<file path="config.mk">
export PLATFORM = sky130hd
export DESIGN_NAME = bcd_down_counter
export DESIGN_NICKNAME = d
export VERILOG_FILES = /design/src/rtl/bcd_down_counter.sv
export SDC_FILE = /design/constraint.sdc
export NUM_CORES = 1
export LEC_CHECK = 0
export ABC_AREA = 1
export BUFFER_PORTS_ARGS = -buffer_cell sky130_fd_sc_hd__buf_4
export CORE_MARGIN = 5
export CORE_UTILIZATION = 45
export DETAILED_ROUTE_END_ITERATION = 7
export PLACE_DENSITY = 0.73
export SYNTH_ARGS = -nofsm -noshare
export SYNTH_HDL_FRONTEND = slang
export SYNTH_SLANG_ARGS = --single-unit
</file>
<file path="constraint.sdc">
create_clock -name CLK -period 2.8 [get_ports CLK]
set_input_delay 0.42 -clock CLK [delete_from_list [all_inputs] [get_ports CLK]]
set_output_delay 0.42 -clock CLK [all_outputs]
set_load 0.03 [all_outputs]
</file>
<file path="src/rtl/bcd_down_counter.sv">
// Multi-digit synchronous BCD down-counter with parallel load, borrow out,
// one-cycle zero-reached pulse and sticky illegal-load flag.
module bcd_down_counter #(
    parameter int DIGITS = 4
) (
    input  logic                  CLK,
    input  logic                  Clear,
    input  logic [4*DIGITS-1:0]   Data_in,
    input  logic                  Load,
    input  logic                  Count,
    output logic [4*DIGITS-1:0]   A_count,
    output logic                  B_out,
    output logic                  Zero,
    output logic                  Done,
    output logic                  Err
);

    localparam int W = 4 * DIGITS;

    logic [W-1:0] count_q, count_d;
    logic         done_q, done_d;
    logic         err_q, err_d;

    logic [W-1:0] dec_val;
    logic [W-1:0] load_val;
    logic         load_bad;
    logic         borrow;
    logic         is_zero;
    logic         is_one;

    assign is_zero = (count_q == '0);
    assign is_one  = (count_q == W'(1));

    // Ripple the borrow from digit 0 until a non-zero digit absorbs it.
    always_comb begin
        dec_val = count_q;
        borrow  = 1'b1;
        for (int i = 0; i < DIGITS; i++) begin
            if (borrow) begin
                if (count_q[4*i +: 4] == 4'd0) begin
                    dec_val[4*i +: 4] = 4'd9;
                end else begin
                    dec_val[4*i +: 4] = count_q[4*i +: 4] - 4'd1;
                    borrow            = 1'b0;
                end
            end
        end
    end

    // Out-of-range load digits saturate to 9 so the count stays legal BCD.
    always_comb begin
        load_val = Data_in;
        load_bad = 1'b0;
        for (int i = 0; i < DIGITS; i++) begin
            if (Data_in[4*i +: 4] > 4'd9) begin
                load_val[4*i +: 4] = 4'd9;
                load_bad           = 1'b1;
            end
        end
    end

    always_comb begin
        count_d = count_q;
        done_d  = 1'b0;
        err_d   = err_q;
        if (Clear) begin
            count_d = '0;
            err_d   = 1'b0;
        end else if (Load) begin
            count_d = load_val;
            err_d   = load_bad;
        end else if (Count) begin
            count_d = dec_val;
            done_d  = is_one;
        end
    end

    always_ff @(posedge CLK) begin
        count_q <= count_d;
        done_q  <= done_d;
        err_q   <= err_d;
    end

    assign A_count = count_q;
    assign Zero    = is_zero;
    assign B_out   = Count && !Load && is_zero;
    assign Done    = done_q;
    assign Err     = err_q;

endmodule

</file>
# Word level (Yosys, flattened, before mapping)
# Index checks and enable logic that the tools add are counted.
# W data, S select, Z words.
# op_classes
magnitude_cmp	4
n_addsub	4
n_mux	22
n_bitwise	1
reduce_logical	16
eq_ne	1
# ops
operator	n
$mux W4	11
$mux W16	2
$eq A16 B1 Y1 const B	1
$gt A4 B4 Y1 const B	4
$logic_not A16 Y1	1
$logic_not A4 Y1	4
$sub A4 B1 Y4 const B	4
$mux W1	9
$reduce_bool A2 Y1	4
$reduce_and A2 Y1	3
$reduce_or A3 Y1	1
$logic_and A1 B1 Y1	2
$logic_not A1 Y1	1
$not A1 Y1	1
# word_totals
reg_bits	18
word_cells	54
input_bits	20
output_inout_bits	20

# Logic depth before layout (Yosys ltp)
# Gate-level depths: netlist (run 1).
# depth
depth_word	7
depth_mapped	8

# Worst setup path before layout (run 1)
# No wires, ideal clock.
# synth_timing
path_type	reg2out
from	reg count_q[4], in the netlist A_count[4]
to	out B_out
slack_ns	0.897
arrival_time_ns	1.483
path_buffers	0
path_stages_with_launch	6
cell_sequence	dfxtp_1 -> nor2_4 -> nand2_2 -> nor2_2 -> nand2_1 -> nor4_2
# synth_via
elab_chain_cells	2
# synth_rtl
item	line_no	source
start, declared	20	logic [W-1:0] count_q, count_d;
start signal, assigned	79	count_q <= count_d;
$logic_not A16 Y1	31	assign is_zero = (count_q == '0);
$logic_and A1 B1 Y1	86	assign B_out = Count && !Load && is_zero;
end, declared	12	output logic B_out,
# No other way between the ends.

# Worst setup path in the final report (run 1)
# Same ends and word-level chain as after synthesis.

==> flow_summary_export.csv, run 1 <==
group,metric,value,unit
sta,slew_violations,0,
sta,hold_viol_final,0,
global_routing,track_usage,18.5,%
setup_path,critical_path.startpoint,"A_count[4]",
global_routing,grt_pass1_wl,5.18,mm
routing,drc,0,
synth,syn_area,0.00117,mm2
setup_path,start_kind,"register",
clock_network,cts_buffers,3,
routing,via_count,1313,
clock_network,cts_tree,"yes",
setup_path,crit_path_end_kind,"output port",
synth,synthCells,184,
sta,hold_slack,0.324,ns
routing,wire_per_inst,12.5,um
setup_path,r2r-end,"A_count[15]",
die,die_y,61.0,um
sta,tns,0,ns
global_routing,antenna_found_initial,0,
synth,synth_area_per_cell,6.36,um2
synth,yosysUniqueCellTypes,29,
finish,area_growth,28.5,%
placement,portBuffers,39,
synth,synth_common_cells,"nand2_1 (41), nor2_1 (30), dfxtp_1 (18)",
sta,max_slew.worst_pin.slew,0.437,ns
die,die_area,0.00372,mm2
finish,drive_gt1_share,27.0,%
setup_path,r2r_setup_slack,1.41,ns
sta,setup_violations,0,
synth,synth-main-ff-cell,"dfxtp_1",
placement,place_hpwl,2.45,mm
placement,place_area,0.00148,mm2
setup_path,arrival,1.61,ns
setup_path,crit_path_max_fanout,5,
die,core,0.00248,mm2
global_routing,grt_pass1_vias,1167,
synth,synth_fp_nets,204,
routing,antenna_left,0,
setup_path,r2r-start,"A_count[2]",
sta,skew,0.00951,ns
finish,fin_util,60.8,%
routing,drt_wl_total,3.16,mm
power,p_per_area,522,mW/mm2
sta,maxSlewHeadroom,70.8,%
sta,rsz0062_at_grt,"no",
finish,seq_area,360,um2
setup_path,path_class,"reg2out",
routing,first_pass_iters,5,
synth,synth_async_sr_flop_share,0,%
setup_path,rr_worst_depth,8,
sta,clock.fmax,492,MHz
die,row_count,18,
placement,gp_congestion,0.907,
finish,fillers,240,
synth,yosysTopAreaCellShare,30.8,%
finish,multi_input_area,713,um2
hold_path,hold_class,"in2reg",
sta,finalCritPeriodShare,72.6,%
routing,drt_iter0_markers,56,
routing,viasPerCell,5.21,
clock_network,clock_latency,0.31,ns
clock_network,cts-hold-fix-buffers,0,
status,status,"completed",
clock_network,cts_resized,0,
synth,yosysSeqAreaShare,30.8,%
sta,period_minus_slack,2.03,ns
die,die_w,61.0,um
synth,ys.warnings.count,0,
synth,synth.largest_area_cell,"dfxtp_1",
synth,synth.most_common_cell,"nand2_1",
synth,ys_ff_latch,18,
die,start_util,47.3,%
setup_path,critPathCapture,"B_out",
finish,stdcell_area,0.00151,mm2
global_routing,grt_overflow,0,
clock_network,cts_root_buf,"clkbuf_4",
placement,pre_cts_ws,1.10,ns
global_routing,grt_max_degree,27,
finish,nets,244,
job,maxCapViolCount,0,
clock_network,htreeDepth,1,
setup_path,required,2.38,ns
clock_network,cts_sinks,18,
synth,synthTopCellsByArea,"dfxtp_1 (31%), nand2_1 (13%), nor2_1 (9.6%), o21ai_0 (6.0%), inv_1 (5.4%)",
clock_network,clk_pin_slew,0.11,ns
sta,setup_ws,0.768,ns
clock_network,post-cts-setup-buffers,0,
synth,synth_edf_count,0,
power,ir_drop,0.328,mV
power,total_leakage_power,0.744,nW
finish,diodes,0,
die,ios,40,
clock_network,cts_buffer_depth,2,
## placed cells by master (no fill, tap or decap), types with 2 or more instances in the layout
cell,n
nand2_1,41
buf_4,39
nor2_1,30
dfxtp_1,18
inv_1,17
o21ai_0,14
nand3_1,12
a21oi_1,7
o21ai_1,6
nand2_2,5
inv_2,4
nand4_1,4
clkbuf_4,3
nor2_4,2
nor2_2,2
nor3_1,2
o211ai_1,2
a31oi_1,2
a22oi_1,2
## per-stage QoR
step	cells	total power, mW
4_1_cts	252	0.793
5_1_grt	252	0.848
3_5_place_dp	249	0.655
3_3_place_gp	249	0.651
6_report	252	0.785
2_1_floorplan	184	0.549
## where the power goes
group          total, mW  internal, mW  switching, mW
Sequential         0.324         0.285         0.0388
Combinational      0.326         0.122          0.205
Clock              0.135        0.0503         0.0850
## per-layer routing
metal	routed length [um]	share of wire, %	global-route usage [%]	up-vias
met5	0	0	0	-
met4	50	1.6	7.43	0
met3	202	6.4	3.98	5
met2	1520	48	31.1	39
met1	1390	44	23.0	589
li1	-	-	-	680
## how the worst min path moves through the flow
stage | cells after the start | slack (ns) | to | startpoint
floorplan | 1 | 0.49 | Err | Clear
global placement | 2 | 0.46 | Err | Err
detailed placement | 2 | 0.47 | Err | Err
CTS | 2 | 0.32 | Err | Clear
global route | 2 | 0.30 | Err | Clear
finish | 2 | 0.32 | Err | Clear
## critical path, cell delays in order, from the launching register on
cell,delay (ns)
dfxtp_1,0.40
nor2_4,0.23
nand2_2,0.10
nor2_2,0.12
nand2_1,0.09
nor4_2,0.17
buf_4,0.21
## sequential cells by signal, indices dropped and copies added (netlist names)
| signal | count |
|---|---|
| Done | 1 |
| A_count | 16 |
| Err | 1 |
## kinds of logic (layout without fill, tap and decap cells)
group / Yosys count / in the layout / share of synthesized area, %
buf+inv: 25 / 63 / 8.33
xor+xnor: 1 / 1 / 0.748
compound gates: 36 / 36 / 17.7
flops: 18 / 18 / 30.8
simple gates: 104 / 104 / 42.4
## cell type report
cell class / instances / area share, %
Sequential cell: 18 / 23.9
Inverter: 21 / 5.24
Timing Repair Buffer: 39 / 19.5
Clock buffer: 3 / 1.50
Multi-Input combinational cell: 141 / 47.4
Tap cell: 30 / 2.49
Note: power is estimated with default switching activity, not from simulation.
==> run 2: changes to the inputs <==
- CORE_UTILIZATION: 45 -> 44
- PLACE_DENSITY: 0.73 -> 0.74
- clock period: 2.8 -> 1.7 ns (I/O delays scaled with it)
==> flow_summary_export.csv, run 2 (synthesis gave the netlist of run 1 again) <==
group,metric,value,unit
power,ir_drop,0.576,mV
finish,stdcell_area,0.00161,mm2
sta,hold_viol_final,0,
clock_network,cts_buffer_depth,2,
clock_network,cts_sinks,18,
placement,place_area,0.00151,mm2
placement,gp_congestion,0.819,
die,die_w,61.6,um
power,p_per_area,869,mW/mm2
clock_network,cts_tree,"yes",
finish,largest_reg_flops,16,
finish,drive_gt1_share,33.2,%
clock_network,clock_latency,0.30,ns
clock_network,cts-hold-fix-buffers,0,
routing,wire_per_inst,12.7,um
finish,stdcell_count,259,
finish,final_cell_mix,"buf_4 (44), nand2_1 (40), nor2_1 (28)",
power,p_seq_share,38.4,%
clock_network,clk_pin_slew,0.11,ns
sta,skew,0.00506,ns
die,core,0.00252,mm2
global_routing,grt_max_degree,20,
setup_path,rr_worst_depth,6,
routing,drt_iter0_markers,91,
setup_path,r2r-end,"Done",
power,clockPowerShare,19.4,%
sta,rsz0062_at_grt,"yes",
finish,multi_input_area,739,um2
setup_path,arrival,1.41,ns
clock_network,htreeDepth,1,
setup_path,path_class,"reg2out",
routing,drt_wl_total,3.29,mm
power,total_leakage_power,0.790,nW
die,die_area,0.00379,mm2
sta,period_minus_slack,1.67,ns
clock_network,cts_root_buf,"clkbuf_4",
job,maxCapViolCount,0,
global_routing,grt_pass1_vias,1236,
die,die_y,61.6,um
sta,max_slew.worst_pin.slew,0.429,ns
die,start_util,46.4,%
setup_path,r2r_setup_slack,0.42,ns
routing,drc,0,
die,row_count,18,
power,power.switching,563,uW
finish,diodes,0,
finish,area_growth,37.2,%
finish,final_common_cell,"buf_4",
hold_path,holdPathStages,2,
sta,finalCritPeriodShare,98.2,%
sta,setup_violations,0,
setup_path,crit_path_end_kind,"output port",
setup_path,r2r-start,"A_count[10]",
global_routing,grt_overflow,0,
global_routing,antenna_found_initial,0,
global_routing,grt_pass1_wl,5.40,mm
placement,portBuffers,39,
hold_path,holdPathEnd,"Err",
placement,place_hpwl,2.48,mm
power,netSwitchingFraction,40.3,%
finish,seq_area,373,um2
placement,place_inst,251,
power,comb_power_share,42.2,%
sta,clock.fmax,599,MHz
routing,antenna_left,0,
power,internal-power,833,uW
hold_path,hold_class,"in2reg",
setup_path,crit_path_max_fanout,4,
setup_path,required,1.44,ns
global_routing,track_usage,18.8,%
status,status,"completed",
clock_network,cts_buffers,3,
hold_path,hold_start,"Clear",
finish,nets,250,
routing,viasPerCell,5.28,
sta,maxSlewHeadroom,71.3,%
finish,fillers,233,
routing,first_pass_iters,4,
setup_path,start_kind,"register",
die,ios,40,
routing,via_count,1368,
sta,slew_violations,0,
-- run 2: cell count changes in the layout (fill, tap and decap cells not counted), sizes merged --
cell / previous run / this run
buf: 39 / 45
clkbuf: 3 / 4
-- run 2: through the flow --
step / hold WS (ns) / power, mW / util (%) / TNS, ns / worst slack, ns
global route: 0.150 / 1.49 / 63.7 / -0.0601 / -0.0601
finish: 0.166 / 1.40 / 63.7 / 0 / 0.0312
CTS: 0.153 / 1.40 / 62.8 / 0 / 0.00616
floorplan: 0.324 / 0.907 / - / 0 / 0.0676
detailed placement: 0.466 / 1.09 / 59.7 / 0 / 0.223
global placement: 0.458 / 1.08 / 59.7 / 0 / 0.265
-- run 2: worst max path at each step --
| stage | start | endpoint | slack (ns) | cells past startpoint |
|---|---|---|---|---|
| after floorplan | A_count[4] | Zero | 0.07 | 5 |
| after global placement | A_count[4] | B_out | 0.27 | 6 |
| after detailed placement | A_count[4] | B_out | 0.22 | 6 |
| after CTS | A_count[0] | B_out | 0.006 | 6 |
| after global routing | A_count[0] | B_out | -0.06 | 6 |
| final | A_count[3] | B_out | 0.03 | 6 |
-- run 2: area by class of cell --
cell class                 count  area share [%]
tap                           30            2.34
multi-input combinational    141            46.0
inverter                      21            4.91
timing repair buffer          45            21.3
clock buffer                   4            2.26
sequential                    18            23.2
-- run 2: power groups by stage --
stage	Clock [mW]	Combinational [mW]	Sequential, mW
finish	0.271	0.589	0.536
global route	0.296	0.647	0.544
CTS	0.280	0.579	0.536
detailed placement	0	0.550	0.540
global placement	0	0.544	0.536
floorplan	0	0.287	0.620
-- run 2: repair_timing --
item	4_1_cts	5_1_grt
pin swaps	2	0
endpoints found under the setup margin	2	2
resized for setup	12	2
buffers inserted	2	2
-- run 2: per-layer routing --
metal	wire length [um]	part of all wire (%)	track usage (%)	vias to the layer above
met1	1450	44	23.9	628
met2	1590	48	31.7	41
met5	0	0	0	-
met4	35	1.1	3.94	0
met3	214	6.5	5.03	6
li1	-	-	-	693
-- run 2: worst max-delay path, cell delays in order (launching register included) --
cell	delay [ns]
dfxtp_2	0.36
nor2_2	0.14
nand2_2	0.10
nor2_4	0.13
nand2_2	0.08
nor4_4	0.14
buf_6	0.16
==> run 3: changes to the inputs <==
- CELL_PAD_IN_SITES_DETAIL_PLACEMENT: unset -> 0
- CELL_PAD_IN_SITES_GLOBAL_PLACEMENT: unset -> 2
- CORE_MARGIN: 5 -> 1.5
- CORE_UTILIZATION: 44 -> 27
- PLACE_DENSITY: 0.74 -> unset
- PLACE_DENSITY_LB_ADDON: unset -> 0.1
- clock period: 1.7 -> 2.1 ns (I/O delays scaled with it)
==> flow_summary_export.csv, run 3 (synthesis gave the netlist of run 1 again) <==
group,metric,value,unit
global_routing,antenna_found_initial,0,
global_routing,track_usage,15.4,%
setup_path,critPathBufInv,2,
status,status,"completed",
die,core,0.00409,mm2
power,p_per_area,720,mW/mm2
finish,drive_gt1_share,27.7,%
routing,drt_wl_total,3.36,mm
placement,place_hpwl,2.62,mm
setup_path,crit_path_max_fanout,5,
power,power.switching,452,uW
global_routing,grt_pass1_vias,1210,
setup_path,critical_path.startpoint,"A_count[8]",
clock_network,cts_tree,"yes",
sta,clock.fmax,541,MHz
die,ios,40,
routing,via_count,1302,
clock_network,cts_sinks,18,
sta,slew_violations,0,
setup_path,max_stage_delay,0.36,ns
clock_network,cts_buffer_depth,2,
global_routing,grt_pass1_wl,5.47,mm
clock_network,post-cts-setup-buffers,0,
clock_network,clock_latency,0.26,ns
power,internal-power,675,uW
routing,drc,0,
clock_network,cts-hold-fix-buffers,0,
hold_path,hold_start,"Clear",
finish,final_cell_mix,"nand2_1 (41), buf_4 (41), nor2_1 (30)",
sta,maxSlewHeadroom,72.2,%
hold_path,hold_class,"in2reg",
sta,finalCritPeriodShare,88.0,%
clock_network,cts_buffers,3,
finish,stdcell_count,274,
routing,wire_per_inst,12.3,um
finish,nets,246,
die,die_y,68.9,um
clock_network,cts_root_buf,"clkbuf_8",
sta,max_slew.worst_pin.slew,0.416,ns
sta,skew,0.00553,ns
sta,setup_violations,0,
setup_path,cp_common_cell,"nand2_1",
power,clockPowerShare,22.4,%
placement,place_inst,271,
sta,hold_viol_final,0,
power,p_seq_share,38.2,%
clock_network,clk_pin_slew,0.08,ns
setup_path,required,1.78,ns
setup_path,path_class,"reg2out",
finish,fin_util,38.3,%
power,total_leakage_power,0.761,nW
power,ir_drop,0.224,mV
setup_path,arrival,1.53,ns
die,die_area,0.00474,mm2
finish,area_growth,33.5,%
sta,tns,0,ns
routing,antenna_left,0,
setup_path,r2r-start,"A_count[0]",
power,comb_power_share,39.5,%
routing,viasPerCell,4.75,
setup_path,start_kind,"register",
finish,diodes,0,
power,netSwitchingFraction,40.1,%
sta,period_minus_slack,1.85,ns
die,start_util,28.7,%
setup_path,critical-path-top-delay-family,"simple AND/OR/NAND/NOR gates",
setup_path,crit_path_end_kind,"output port",
setup_path,slowest_stage,"dfxtp_1",
power,design_power_total,1.13,mW
global_routing,grt_overflow,0,
routing,first_pass_iters,4,
die,row_count,23,
finish,largest_reg_flops,16,
job,maxCapViolCount,0,
clock_network,htreeDepth,1,
sta,rsz0062_at_grt,"no",
routing,drt_iter0_markers,97,
clock_network,cts_resized,0,
setup_path,worstPathCellList,"inv_1 -> nand2_1 -> nor2_1 -> nand2_1 -> nor4_2 -> buf_4",
die,die_w,68.9,um
placement,portBuffers,39,
global_routing,grt_max_degree,20,
placement,gp_congestion,0.768,
run 3: power groups by stage:
stage                     clock (mW)  sequential [mW]  combinational (mW)
after floorplan                    0            0.502               0.229
after global placement             0            0.437               0.449
after detailed placement           0            0.438               0.447
after CTS                      0.262            0.430               0.448
after global routing           0.279            0.439               0.496
final                          0.252            0.430               0.444
run 3: final timing paths:
path                            slack (ns)          end  cells after the start
worst max-delay path                  0.25        B_out                      6
worst min-delay path                  0.27   A_count[8]                      2
worst max register to register        0.81  A_count[14]                      8
worst min register to register        0.48          Err                      2
run 3: through the flow:
stage,instance area (um2),hold slack [ns],setup slack (ns)
4_1_cts,1560,0.269,0.240
3_3_place_gp,1520,0.464,0.559
6_report,1560,0.272,0.252
3_5_place_dp,1520,0.459,0.525
5_1_grt,1560,0.278,0.0782
2_1_floorplan,1170,0.384,0.302
run 3: cell type report:
type                    count  area, um2
clock buffers               3       41.3
fillers                   465       2520
inverters                  21       78.8
multi-input cells         141        713
flip-flops and latches     18        360
well taps                  50       62.6
repair buffers             41        308
run 3: per-layer routing:
metal	wire (um)	track usage [%]	vias to the layer above	part of all wire, %
li1	-	-	684	-
met1	1690	21.2	589	50
met2	1510	24.6	27	45
met3	144	2.60	2	4.3
met4	21	4.41	0	0.63
met5	0	0	-	0
